**config.mk**
```make
export PLATFORM = sky130hd
export DESIGN_NAME = hazard_fwd_unit
export DESIGN_NICKNAME = d
export VERILOG_FILES = /design/src/rtl/hazard_fwd_unit.sv
export SDC_FILE = /design/constraint.sdc
export NUM_CORES = 1
export LEC_CHECK = 0
export ABC_AREA = 1
export CORE_MARGIN = 2
export CORE_UTILIZATION = 40
export CTS_CLUSTER_DIAMETER = 60
export DETAILED_ROUTE_END_ITERATION = 12
export PLACE_DENSITY = 0.79
export SYNTH_ARGS = -nofsm -noshare
export SYNTH_HDL_FRONTEND = slang
export SYNTH_SLANG_ARGS = --single-unit
```
**constraint.sdc**
```tcl
create_clock -name clk -period 3.2 [get_ports clk]
set_input_delay 0.32 -clock clk [delete_from_list [all_inputs] [get_ports clk]]
set_output_delay 0.32 -clock clk [all_outputs]
set_load 0.01 [all_outputs]
```
**src/rtl/hazard_fwd_unit.sv**
```systemverilog
// Hazard detection and operand forwarding for the ID stage of the ID->EX->WB pipeline.
// Optional performance counters are enabled with the HAZ_PERF_EN macro.
module hazard_fwd_unit #(
    parameter int RW_W = 5
) (
    input  logic            clk,
    input  logic            rst_n,
    input  logic            id_valid,
    input  logic [RW_W-1:0] id_aa,
    input  logic [RW_W-1:0] id_ba,
    input  logic            id_ma,
    input  logic            id_mb,
    input  logic [RW_W-1:0] id_da,
    input  logic            id_rw,
    input  logic            id_load,
    input  logic            flush,
    output logic            ha,
    output logic            hb,
    output logic            stall,
`ifdef HAZ_PERF_EN
    output logic [31:0]     perf_stall,
    output logic [31:0]     perf_fwd,
`endif
    output logic            bubble
);

    logic [RW_W-1:0] r_ex_da;
    logic            r_ex_rw;
    logic            r_ex_load;
    logic [RW_W-1:0] r_wb_da;
    logic            r_wb_rw;

    logic w_ma_ex;
    logic w_mb_ex;
    logic w_ma_wb;
    logic w_mb_wb;
    logic w_hazard;

    // R0 is hardwired zero, so a write to it can never create a dependency.
    function automatic logic src_match(
        input logic            valid,
        input logic            mux_sel,
        input logic            dst_rw,
        input logic [RW_W-1:0] dst_da,
        input logic [RW_W-1:0] src
    );
        return valid & ~mux_sel & dst_rw & (dst_da != {RW_W{1'b0}}) & (dst_da == src);
    endfunction

    assign w_ma_ex = src_match(id_valid, id_ma, r_ex_rw, r_ex_da, id_aa);
    assign w_mb_ex = src_match(id_valid, id_mb, r_ex_rw, r_ex_da, id_ba);
    assign w_ma_wb = src_match(id_valid, id_ma, r_wb_rw, r_wb_da, id_aa);
    assign w_mb_wb = src_match(id_valid, id_mb, r_wb_rw, r_wb_da, id_ba);

    // A load result only exists in WB, and a WB value is written this cycle, so neither forwards.
    assign w_hazard = ((w_ma_ex | w_mb_ex) & r_ex_load)
                    | (w_ma_wb & ~w_ma_ex)
                    | (w_mb_wb & ~w_mb_ex);

    // Operand-mux selects and pipeline controls; flush wins over a stall.
    always_comb begin
        ha     = 1'b0;
        hb     = 1'b0;
        stall  = 1'b0;
        bubble = 1'b0;
        if (!rst_n) begin
            bubble = 1'b0;
        end else if (flush) begin
            bubble = 1'b1;
        end else if (w_hazard) begin
            stall  = 1'b1;
            bubble = 1'b1;
        end else begin
            ha = w_ma_ex & ~r_ex_load;
            hb = w_mb_ex & ~r_ex_load;
        end
    end

    // Shadow destination fields of the EX and WB instructions.
    always_ff @(posedge clk) begin
        if (!rst_n) begin
            r_ex_da   <= {RW_W{1'b0}};
            r_ex_rw   <= 1'b0;
            r_ex_load <= 1'b0;
            r_wb_da   <= {RW_W{1'b0}};
            r_wb_rw   <= 1'b0;
        end else begin
            r_wb_da <= r_ex_da;
            r_wb_rw <= r_ex_rw;
            if (bubble) begin
                r_ex_da   <= {RW_W{1'b0}};
                r_ex_rw   <= 1'b0;
                r_ex_load <= 1'b0;
            end else begin
                r_ex_da   <= id_da;
                r_ex_rw   <= id_rw & id_valid;
                r_ex_load <= id_load;
            end
        end
    end

`ifdef HAZ_PERF_EN
    logic [31:0] r_perf_stall;
    logic [31:0] r_perf_fwd;

    // Free-running event counters that wrap at 2^32.
    always_ff @(posedge clk) begin
        if (!rst_n) begin
            r_perf_stall <= 32'd0;
            r_perf_fwd   <= 32'd0;
        end else begin
            if (stall) begin
                r_perf_stall <= r_perf_stall + 32'd1;
            end
            if (ha | hb) begin
                r_perf_fwd <= r_perf_fwd + 32'd1;
            end
        end
    end

    assign perf_stall = rst_n ? r_perf_stall : 32'd0;
    assign perf_fwd   = rst_n ? r_perf_fwd   : 32'd0;
`endif

endmodule
```
==> results.ini <==
[finish]
layout_commonest_cell = nand2_1
final.fill_count = 191
multi_input_area_um2 = 471.7
syn2layout_area_growth_pct = 35.61
fin_nets = 211
final-seq-area_um2 = 260.3
num_antenna_cells = 0
layout-drive-gt1-share = 0.02674
final_cell_mix = nand2_1, inv_1, clkdlybuf4s50_1

[pwr]
power_mw = 0.3550
clockPowerShare = 0.295
power.leakage_nw = 0.6247
pwr-share-seq = 0.485
peakVddDrop_mv = 0.1650
switchingPower_mw = 0.09603
p_sw_frac = 0.2705
p_per_area_mw_per_mm2 = 298.0
combPwrFrac = 0.221
p_int_mw = 0.2590

[synthesis]
synth-seq-cells = 13
synth.top_cell.area_share = 0.2963
syn_nets = 181
yosys_warnings = 0
synth.largest_area_cell = dfxtp_1
ys_types = 12
synth_area_per_cell_um2 = 5.559
synth.area.top_cells = dfxtp_1, nand2_1, inv_1, nor2_1, xnor2_1
yosysSeqAreaShare = 0.2963
syn_area_um2 = 878.3
syn_inst = 158

[setup_path]
cp_top_family = buffers and inverters
cpMostUsedCell = nand2_1
cp.buffers_inverters = 3
slowest_delay_ps = 550
regToRegEndpoint = r_ex_da[2]$_SDFF_PP0_
r2r_start = r_ex_da[0]$_SDFF_PP0_
crit_slowest_cell = clkdlybuf4s50_1
crit_fanout = 9
cp.required_ps = 2880
cp.arrival_ps = 2380
reg2reg_slack_ps = 1760
reg2regPathDepth = 9
crit_type = in -> out
cp-end-kind = primary output
path_cells = clkdlybuf4s50_1 > nand2_1 > nor2_1 > nand2_1 > nor2_1 > nand2_1 > nand2_1 > nand2_1 > inv_1 > nand3b_4 > nor2_1 > clkdlybuf4s50_1
cp-start-kind = input port

[global_route]
gr-usage-met2 = 0.2982
grt_pass1_vias = 817
grt_use_met3 = 0.02632
grt.total_usage = 0.1803
grt_use_met1 = 0.2101
grt.overflow.total = 0
grt_pass1_wl_um = 3367
top_usage_layer = met2
antenna_found_initial = 0
grt_max_degree = 10

[timing]
finalCritPeriodShare = 0.8434
setup-tns-final_ps = 0
hold_viol = 0
max_freq_mhz = 370.5
final-setup-viol-count = 0
drv_slew = 0
worst_clock_skew_ps = 2.918
tightest_slew_ps = 336.3
fin_ws_ps = 501.2
rsz0062_at_grt = false
fin_crit_ps = 2699
relSlewSlack = 0.7751

[worst_hold_path]
worstHoldStart = r_ex_rw$_SDFF_PP0_
hold_end = r_wb_rw$_SDFF_PN0_
hp-class = reg -> reg
hold-path-cell-count = 2

[job]
max_cap_violations = 0

[place]
gp_congestion = 0.8532
detailedPlace.worstSlack_ps = 530.0
portBuffers = 26
dp_hpwl_um = 1666

[floorplanning]
die_area_mm2 = 0.002587
start_util = 0.4344
die_height_um = 50.86
pin_count = 27
fp-row-count = 16
fp.dieW_um = 50.86
core_area_mm2 = 0.002022

[cts]
tritoncts = done
path_clk_slew_ps = 80
cts.sinks = 13
post_cts_buffers = 0
ctsResizeCount = 0
holdBufCountCts = 0
cts_buffers = 3
clockBufferDepth = 2
clkLatencyLatePin_ps = 280
cts_root_buffer = clkbuf_4
cts.htree.levels = 1

[detailed_routing]
drt-initial-drc-count = 10
wl_um = 2025
avgViaCountPerCell = 4.570
drc = 0
via_count = 978
drt_pass1_iterations = 5
antenna_left = 0
wl_per_cell_um = 9.463

[status]
status = completed

worst max-delay path by stage:
stage,depth (start not counted),start,slack (ps),end
detailed placement,12,id_valid,530,ha
CTS,12,id_valid,520,ha
floorplan,8,r_ex_da[0]$_SDFF_PP0_,1640,ha
global placement,12,id_valid,580,ha
global route,12,id_valid,330,ha
finish,12,id_valid,500,ha
power by group through the flow:
stage,Sequential [mW],Combinational [mW],Clock [mW]
6_report,0.172,0.0783,0.105
5_1_grt,0.173,0.0880,0.116
4_1_cts,0.172,0.0787,0.109
3_5_place_dp,0.176,0.0783,0
3_3_place_gp,0.176,0.0765,0
2_1_floorplan,0.175,0.0398,0
area by class of cell:
| cell class | count | share of cell area |
|---|---|---|
| multi-input combinational | 107 | 0.3960 |
| sequential | 13 | 0.2185 |
| inverter | 37 | 0.1166 |
| tap | 27 | 0.02836 |
| clock buffer | 4 | 0.02206 |
| timing repair buffer | 26 | 0.2185 |
flip-flops by register name, indices dropped and copies added (netlist names):
| register | flops |
|---|---|
| r_ex_da | 5 |
| r_ex_load | 1 |
| r_ex_rw | 1 |
| r_wb_da | 5 |
| r_wb_rw | 1 |
stage by stage:
step | std cells | utilization | hold WS, ps | instance area, um2
finish | 214 | 0.5891 | 430.0 | 1191
CTS | 214 | 0.5891 | 434.5 | 1191
detailed placement | 210 | 0.5761 | 422.8 | 1165
global route | 214 | 0.5891 | 452.7 | 1191
global placement | 210 | 0.5761 | 414.9 | 1165
floorplan | 158 | - | 407.1 | 878.3
worst min-delay path: stages (launching register included):
cell	delay, ps
dfxtp_1	320
nand2_1	50
inv_1	30
layer usage:
metal  wire length (um)  up-vias
met5                  0        -
met4                 65        0
met3                109        6
met2                953       40
met1                896      422
li1                   -      510
cells in the mapped netlist:
| master | count |
|---|---|
| inv_1 | 37 |
| a21oi_1 | 2 |
| nand2_1 | 63 |
| nand3b_4 | 1 |
| xnor2_1 | 7 |
| or2_0 | 1 |
| nand2_2 | 1 |
| nand4_1 | 1 |
| nor2_1 | 24 |
| nand3_1 | 7 |
| buf_4 | 1 |
| dfxtp_1 | 13 |
kinds of logic after synthesis:
group	Yosys count	synth area share
compound gates	2	0.01140
xor+xnor	7	0.06980
flops	13	0.2963
buf+inv	38	0.1667
simple gates	98	0.4559
No activity file was read; power rests on OpenSTA's default activity.
